File: src/rtl/cc_logic_pkg.sv
// Shared definitions for the bitwise logic unit family: op-select width and op codes.
package cc_logic_pkg;

    localparam int NUMBER_OPWIDTH = 3;

    localparam logic [NUMBER_OPWIDTH-1:0] CC_OP_AND   = 3'b000;
    localparam logic [NUMBER_OPWIDTH-1:0] CC_OP_OR    = 3'b001;
    localparam logic [NUMBER_OPWIDTH-1:0] CC_OP_XOR   = 3'b010;
    localparam logic [NUMBER_OPWIDTH-1:0] CC_OP_NAND  = 3'b011;
    localparam logic [NUMBER_OPWIDTH-1:0] CC_OP_NOR   = 3'b100;
    localparam logic [NUMBER_OPWIDTH-1:0] CC_OP_XNOR  = 3'b101;
    localparam logic [NUMBER_OPWIDTH-1:0] CC_OP_NOTA  = 3'b110;
    localparam logic [NUMBER_OPWIDTH-1:0] CC_OP_PASSA = 3'b111;

endpackage

File: src/rtl/cc_logic_op.sv
// Purely combinational DW-wide bitwise op mux. No carries, so each result bit
// depends only on the matching A and B bits; NOT A and PASS A ignore operand B.
module cc_logic_op
    import cc_logic_pkg::*;
#(
    parameter int NUMBER_DATAWIDTH = 8
) (
    input  logic [NUMBER_DATAWIDTH-1:0] i_a,
    input  logic [NUMBER_DATAWIDTH-1:0] i_b,
    input  logic [NUMBER_OPWIDTH-1:0]   i_op,
    output logic [NUMBER_DATAWIDTH-1:0] o_result
);

    // Select the requested bitwise function of A and B
    always_comb begin
        o_result = '0;
        case (i_op)
            CC_OP_AND:   o_result = i_a & i_b;
            CC_OP_OR:    o_result = i_a | i_b;
            CC_OP_XOR:   o_result = i_a ^ i_b;
            CC_OP_NAND:  o_result = ~(i_a & i_b);
            CC_OP_NOR:   o_result = ~(i_a | i_b);
            CC_OP_XNOR:  o_result = ~(i_a ^ i_b);
            CC_OP_NOTA:  o_result = ~i_a;
            CC_OP_PASSA: o_result = i_a;
            default:     o_result = '0;
        endcase
    end

endmodule

File: src/rtl/cc_logic_unit_pipe.sv
// Registered bitwise logic unit with valid/ready on both sides, one register
// stage and an accumulate mode that feeds the last loaded result back as A.
module cc_logic_unit_pipe
    import cc_logic_pkg::*;
#(
    parameter int NUMBER_DATAWIDTH = 8
) (
    input  logic                        CC_LOGICUNIT_CLOCK_50,
    input  logic                        CC_LOGICUNIT_RESET_InLow,
    input  logic [NUMBER_DATAWIDTH-1:0] CC_LOGICUNIT_dataA_InBUS,
    input  logic [NUMBER_DATAWIDTH-1:0] CC_LOGICUNIT_dataB_InBUS,
    input  logic [NUMBER_OPWIDTH-1:0]   CC_LOGICUNIT_op_InBUS,
    input  logic                        CC_LOGICUNIT_accumulate_In,
    input  logic                        CC_LOGICUNIT_valid_In,
    output logic                        CC_LOGICUNIT_ready_Out,
    output logic [NUMBER_DATAWIDTH-1:0] CC_LOGICUNIT_OutBUS,
    output logic                        CC_LOGICUNIT_valid_Out,
    input  logic                        CC_LOGICUNIT_ready_In,
    output logic                        CC_LOGICUNIT_zero_Out,
    output logic                        CC_LOGICUNIT_ones_Out
);

    // The result register doubles as the accumulator: acc is by definition the
    // last value loaded into OutBUS, and it only changes on an accepted beat,
    // so it survives a downstream transfer untouched.
    logic [NUMBER_DATAWIDTH-1:0] r_result;
    logic                        r_valid;
    logic                        r_zero;
    logic                        r_ones;

    logic                        w_ready;
    logic                        w_accept;
    logic [NUMBER_DATAWIDTH-1:0] w_operand_a;
    logic [NUMBER_DATAWIDTH-1:0] w_op_result;

    assign w_ready     = !r_valid || CC_LOGICUNIT_ready_In;
    assign w_accept    = CC_LOGICUNIT_valid_In && w_ready;
    assign w_operand_a = CC_LOGICUNIT_accumulate_In ? r_result : CC_LOGICUNIT_dataA_InBUS;

    cc_logic_op #(
        .NUMBER_DATAWIDTH (NUMBER_DATAWIDTH)
    ) u_op (
        .i_a      (w_operand_a),
        .i_b      (CC_LOGICUNIT_dataB_InBUS),
        .i_op     (CC_LOGICUNIT_op_InBUS),
        .o_result (w_op_result)
    );

    // Output stage: load on accept, clear valid on a bare transfer, hold on stall
    always_ff @(posedge CC_LOGICUNIT_CLOCK_50) begin
        if (!CC_LOGICUNIT_RESET_InLow) begin
            r_result <= '0;
            r_valid  <= 1'b0;
            r_zero   <= 1'b1;
            r_ones   <= 1'b0;
        end else if (w_accept) begin
            r_result <= w_op_result;
            r_valid  <= 1'b1;
            r_zero   <= (w_op_result == '0);
            r_ones   <= (&w_op_result);
        end else if (CC_LOGICUNIT_ready_In) begin
            r_valid  <= 1'b0;
        end
    end

    assign CC_LOGICUNIT_ready_Out = w_ready;
    assign CC_LOGICUNIT_OutBUS    = r_result;
    assign CC_LOGICUNIT_valid_Out = r_valid;
    assign CC_LOGICUNIT_zero_Out  = r_zero;
    assign CC_LOGICUNIT_ones_Out  = r_ones;

endmodule

File: config.mk
export PLATFORM = sky130hd
export DESIGN_NAME = cc_logic_unit_pipe
export DESIGN_NICKNAME = d
export VERILOG_FILES = /design/src/rtl/cc_logic_pkg.sv /design/src/rtl/cc_logic_op.sv /design/src/rtl/cc_logic_unit_pipe.sv
export SDC_FILE = /design/constraint.sdc
export NUM_CORES = 1
export LEC_CHECK = 0
export CORE_MARGIN = 1.5
export CORE_UTILIZATION = 40
export DETAILED_ROUTE_END_ITERATION = 8
export GPL_TIMING_DRIVEN = 0
export PLACE_DENSITY = 0.79
export RECOVER_POWER = 100
export SYNTH_ARGS = -nofsm -noshare
export SYNTH_HDL_FRONTEND = slang
export SYNTH_SLANG_ARGS = --single-unit
File: constraint.sdc
create_clock -name CC_LOGICUNIT_CLOCK_50 -period 3.7 [get_ports CC_LOGICUNIT_CLOCK_50]
set_input_delay 0.925 -clock CC_LOGICUNIT_CLOCK_50 [delete_from_list [all_inputs] [get_ports CC_LOGICUNIT_CLOCK_50]]
set_output_delay 0.925 -clock CC_LOGICUNIT_CLOCK_50 [all_outputs]
set_load 0.05 [all_outputs]
== After elaboration in Yosys (flattened, before gate mapping) ==
Cells that the tools add are included.
W data, S select, Z words.

* Add/subtract/negate cells: 0
* $mul: 0
* Divide/modulo/power cells: 0
* $lt $le $gt $ge: 0
* Equality and inequality tests: 7
* Shifts and indexed selects: 0
* Mux-type cells: 4
* Bitwise operators: 7
* Reduce and logical (&&, ||, !) cells: 7

{| class="wikitable"
|+ Operators with widths
! operator !! number
|-
| $pmux W8 S8 || 1
|-
| $not A8 Y8 || 4
|-
| $eq A3 B3 Y1 const B || 4
|-
| $and A8 B8 Y8 || 1
|-
| $logic_not A8 Y1 || 1
|-
| $mux W8 || 1
|-
| $or A8 B8 Y8 || 1
|-
| $reduce_and A8 Y1 || 1
|-
| $xor A8 B8 Y8 || 1
|-
| $eq A3 B2 Y1 const B || 2
|-
| $eq A3 B1 Y1 const B || 1
|-
| $logic_not A3 Y1 || 1
|-
| $mux W1 || 2
|-
| $reduce_bool A2 Y1 || 1
|-
| $logic_and A1 B1 Y1 || 1
|-
| $logic_not A1 Y1 || 1
|-
| $logic_or A1 B1 Y1 || 1
|}

* Flip-flop bits (word level): 11
* Latch bits: 0
* Bits in writable memories: 0
* Bits in read-only memories: 0
* Output and inout port bits: 12
* Logic and storage cells: 29
* Memories: 0

== Logic depth before layout (Yosys ltp) ==
* Depth in word-level cells: 5
* Mapped depth: 10
* Depth with buffers taken out: 9

== Cells and area by module ==
A second synthesis with hierarchy kept.

* Cells, all modules: 179
* Area total of the unflattened synthesis: 1594.0 um^2

{| class="wikitable"
|+ Modules (own cells, without submodules)
! module !! instances !! cells each !! area each (um^2) !! sequential area each (um^2)
|-
| cc_logic_op || 1 || 115 || 920.9 || 0.0
|-
| cc_logic_unit_pipe || 1 || 64 || 673.1 || 220.2
|}

== Least setup slack after synthesis ==
No wires, ideal clock.

* Path kind: input port to flip-flop
* From: input port CC_LOGICUNIT_accumulate_In
* To: register r_zero, in the netlist CC_LOGICUNIT_zero_Out
* Library setup time: 0.087 ns
* Data arrival time: 2.879 ns
* Setup slack: 0.734 ns
* Stages on the path: 8
* Cell sequence: buf_6 mux2i_2 ha_1 mux2_4 o211ai_1 o21ai_2 or4_1 o31ai_1

* Word-level cells in the longest chain between the ends: 5
* Elaborated cells between the ends (all ways): 10
* Those cells by class: 2 x mux; 7 x bitwise; 1 x reduce/logical

{| class="wikitable"
|+ Ends and longest elaborated chain
! what !! line !! source
|-
| from (decl) || cc_logic_unit_pipe.sv:13 || <nowiki>input logic CC_LOGICUNIT_accumulate_In,</nowiki>
|-
| $mux W8 * || cc_logic_unit_pipe.sv:38 || <nowiki>assign w_operand_a = CC_LOGICUNIT_accumulate_In ? r_result : CC_LOGICUNIT_dataA_InBUS;</nowiki>
|-
| $xor A8 B8 Y8 (tied with other cells) || cc_logic_op.sv:20, cc_logic_op.sv:23 ||
|-
| $not A8 Y8, on equally long branches || cc_logic_op.sv:23, cc_logic_op.sv:21, cc_logic_op.sv:22 ||
|-
| $pmux W8 S8 * || cc_logic_op.sv:17 || <nowiki>case (i_op)</nowiki>
|-
| $logic_not A8 Y1 * || cc_logic_unit_pipe.sv:59 || <nowiki>r_zero <= (w_op_result == '0);</nowiki>
|-
| to (signal assigned) || cc_logic_unit_pipe.sv:59 ||
|-
| to (decl) || cc_logic_unit_pipe.sv:28 || <nowiki>logic r_zero;</nowiki>
|}

Every way passes the cells marked *; elsewhere a longest branch is shown, timed or not.
A chain may end at the register's enable or synchronous reset.

== Worst setup path in the final report ==
* From: input port CC_LOGICUNIT_ready_In
* To: output port CC_LOGICUNIT_ready_Out

* Word-level cells in the longest chain between the ends: 1

{| class="wikitable"
|+ Ends and longest elaborated chain
! what !! line !! source
|-
| from (decl) || cc_logic_unit_pipe.sv:18 || <nowiki>input logic CC_LOGICUNIT_ready_In,</nowiki>
|-
| $logic_or A1 B1 Y1 || cc_logic_unit_pipe.sv:36 || <nowiki>assign w_ready = !r_valid || CC_LOGICUNIT_ready_In;</nowiki>
|-
| to (decl) || cc_logic_unit_pipe.sv:15 || <nowiki>output logic CC_LOGICUNIT_ready_Out,</nowiki>
|}

No other way between the ends.

==> metrics.yaml <==
synth_simple_gate_area_frac: 0.1933
r2r_slack_ns: 1.24
drt_iter0_drc: 66
cts_tree: "yes"
place.gp.congestion: 0.8515
grt_max_degree: 11
antenna_found_initial: 0
critPathKind: "in2out"
vias: 1425
synth_compound_area_frac: 0.2158
drc: 0
status: "finished, final reports clean"
worstHoldPathCells: 2
hold_buffers: 0
use_met2: 0.2738
diodes: 0
clockBufferDepth: 2
max_stage_delay_ns: 0.88
finalWirelength_um: 3216
synthTopCellsByArea: "dfxtp_1 (16%), ha_1 (14%), mux2i_1 (6.5%), mux2i_4 (6.5%), nor2_1 (6.2%)"
avgRoutedWirePerCell_um: 12.00
drive_gt1_frac: 0.09009
ir_worst_vdd_uv: 199.4
crit_path_max_fanout: 4
fin_crit_ns: 3.326
rsz0062_at_grt: "false"
hold_path_class: "reg2reg"
place_hpwl_um: 2524
holdPathEnd: "CC_LOGICUNIT_ones_Out"
synth_top_cell_by_area: "dfxtp_1"
chipWidth_um: 61.98
overflow: 0
crit_buf_inv: 2
p_sw_frac: 0.4116
synthCells: 184
finalClockSkew_ns: 0.01523
max_freq_mhz: 300.7
areaGrowthSynthToFinish_pct: 29.95
path_cells: "clkdlybuf4s50_1 > nand2b_1 > dlygate4sd3_1"
p_leak_nw: 0.8102
syn_area_per_cell_um2: 7.562
synthArstFlopShare: 0
cp.arrival_ns: 2.40
fin_tns_setup_ns: 0
synth-main-ff-cell: "dfxtp_1"
root_buffer: "clkbuf_4"
design_area_um2: 1808
p_comb_frac: 0.514
grt_pass1_wl_um: 5037
synth_enable_flop_cells: 0
port-buffer-count: 34
die-area_um2: 3841
crit_required_ns: 2.77
coreArea_um2: 3337
initial_core_util: 0.4169
worst_pin_slew_ns: 0.5117
drt_pass1_iterations: 4
worst_r2r_endpoint: "CC_LOGICUNIT_zero_Out"
maxCapViolCount: 0
synthesis.nets: 224
die_h_um: 61.98
crit_path_start_kind: "input port"
cts_num_sinks: 11
max_slew_margin: 0.6577
synth_cell_type_count: 40
use_met1: 0.2388
post_cts_resize_count: 0
pin_count: 36
hold_violations: 0
design.final.nets: 263
yosysTopAreaCellShare: 0.1583
finalCritPeriodShare: 0.8989
rr_startpoint: "CC_LOGICUNIT_OutBUS[1]"
clk_latency_ns: 0.29
n_fill_cell: 334
ff2ff_path_depth: 7
total_power_uw: 457.8
cts_setup_buffers: 0
cp-end-kind: "output pin"
seqPwrFrac: 0.296
clock_power_share: 0.189
drv_slew: 0
synth_top_family_by_area: "compound AO/OA/AOI/OAI gates"
placed_cell_area_um2: 1789
cp_top_family: "buffers and inverters"
track_usage: 0.1737
yosys_warnings: 0
cts_buffers: 3
htree_levels: 1
grt.busiest_layer: "met2"
ys_ff_latch: 11
netSwitchingPower_uw: 188.4
power_density_nw_per_um2: 253.2
ys_seq_area_frac: 0.1583
row_count: 21
hp-start: "CC_LOGICUNIT_ones_Out"
synthesis.area_um2: 1391
antenna_left: 0
muxShareOfSynthArea: 0.1763
yosys.area_share.adder: 0.1439
synth-xor-area-share: 0.006295
use_met3: 0.03520
setup_violations: 0
grt_pass1_vias: 1170
drt-vias-per-instance: 5.317
clk_transition_reported_paths_ns: 0.09
crit_path_top_delay_cell: "dlygate4sd3_1"
p_int_uw: 269.4
[area by class of cell]
class | count | area [um^2] | area share
multi-input combinational | 141 | 1016 | 0.5619
timing repair buffer | 34 | 340.3 | 0.1882
sequential | 11 | 220.2 | 0.1218
inverter | 21 | 78.83 | 0.04360
buffer | 11 | 67.56 | 0.03737
tap | 46 | 57.56 | 0.03183
clock buffer | 3 | 22.52 | 0.01246
clock inverter | 1 | 5.005 | 0.002768
[cells in the mapped netlist (all sizes together) (2+ instances only)]
master	number
mux2i	15
o2bb2ai	2
buf	8
o31ai	2
dfxtp	11
a21oi	16
o32a	2
o21ai	13
inv	20
nor4	2
nor2	23
a32oi	2
nand2b	4
a22oi	2
mux2	3
nand2	13
or4	2
o22ai	3
clkbuf	3
nor3	5
nand3	6
ha	16
[state kept, by name (all words and copies together), names as in the netlist]
register / cells
CC_LOGICUNIT_OutBUS: 8
CC_LOGICUNIT_ones_Out: 1
CC_LOGICUNIT_valid_Out: 1
CC_LOGICUNIT_zero_Out: 1
[power groups by stage]
stage               sequential [mW]  clock (mW)  combinational [mW]
finish                        0.136      0.0866               0.235
global route                  0.137      0.0924               0.259
CTS                           0.136      0.0868               0.241
detailed placement            0.139           0               0.240
global placement              0.139           0               0.237
floorplan                     0.170           0               0.134
[worst max-delay path by stage]
stage | start | to | slack, ns | cells past startpoint
floorplan | CC_LOGICUNIT_accumulate_In | CC_LOGICUNIT_zero_Out | 0.73 | 8
global placement | CC_LOGICUNIT_dataA_InBUS[1] | CC_LOGICUNIT_zero_Out | 0.38 | 8
detailed placement | CC_LOGICUNIT_dataA_InBUS[1] | CC_LOGICUNIT_zero_Out | 0.37 | 8
CTS | CC_LOGICUNIT_ready_In | CC_LOGICUNIT_ready_Out | 0.43 | 3
global route | CC_LOGICUNIT_ready_In | CC_LOGICUNIT_ready_Out | 0.31 | 3
finish | CC_LOGICUNIT_ready_In | CC_LOGICUNIT_ready_Out | 0.37 | 3
[metrics by stage]
step	hold WS (ns)	cells	setup WS, ns	utilization
2_1_floorplan	0.6880	184	0.7342	-
3_3_place_gp	0.4677	264	0.3814	0.5362
3_5_place_dp	0.4674	264	0.3691	0.5362
4_1_cts	0.4818	268	0.4278	0.5444
5_1_grt	0.5042	268	0.3109	0.5418
6_report	0.4709	268	0.3742	0.5418
[routing by layer]
metal	vias to the layer above	wire length (um)
li1	729	-
met2	57	1459
met1	632	1492
met4	0	58
met5	-	0
met3	7	205
[cells by family (layout without fill, tap and decap cells)]
group	after synthesis	count (layout)
compound gates	47	47
xor+xnor	1	1
fa+ha+maj	16	16
buf+inv	32	70
flops	11	11
mux	18	18
simple gates	59	59
[cells in the final DEF (no fill, tap or decap), types with 3 or more instances in the layout]
cell / count
inv_1: 20
dfxtp_1: 11
a21oi_1: 15
nor3_1: 5
clkdlybuf4s50_1: 19
ha_1: 16
dlygate4sd3_1: 15
nand2b_1: 4
clkbuf_1: 4
o21ai_0: 13
buf_2: 3
nand3_1: 6
nand2_1: 13
mux2i_4: 4
mux2i_1: 10
o22ai_1: 3
nor2_1: 23
clkbuf_4: 3
[worst register-to-register path: stages (launching register included)]
cell and delay, ns:
dfxtp_1 0.33, mux2i_1 0.34, ha_1 0.33, mux2_4 0.26, o211ai_1 0.15, o21ai_0 0.20, or4_1 0.55, o31ai_1 0.23
Note: power is estimated with default switching activity, not from simulation.
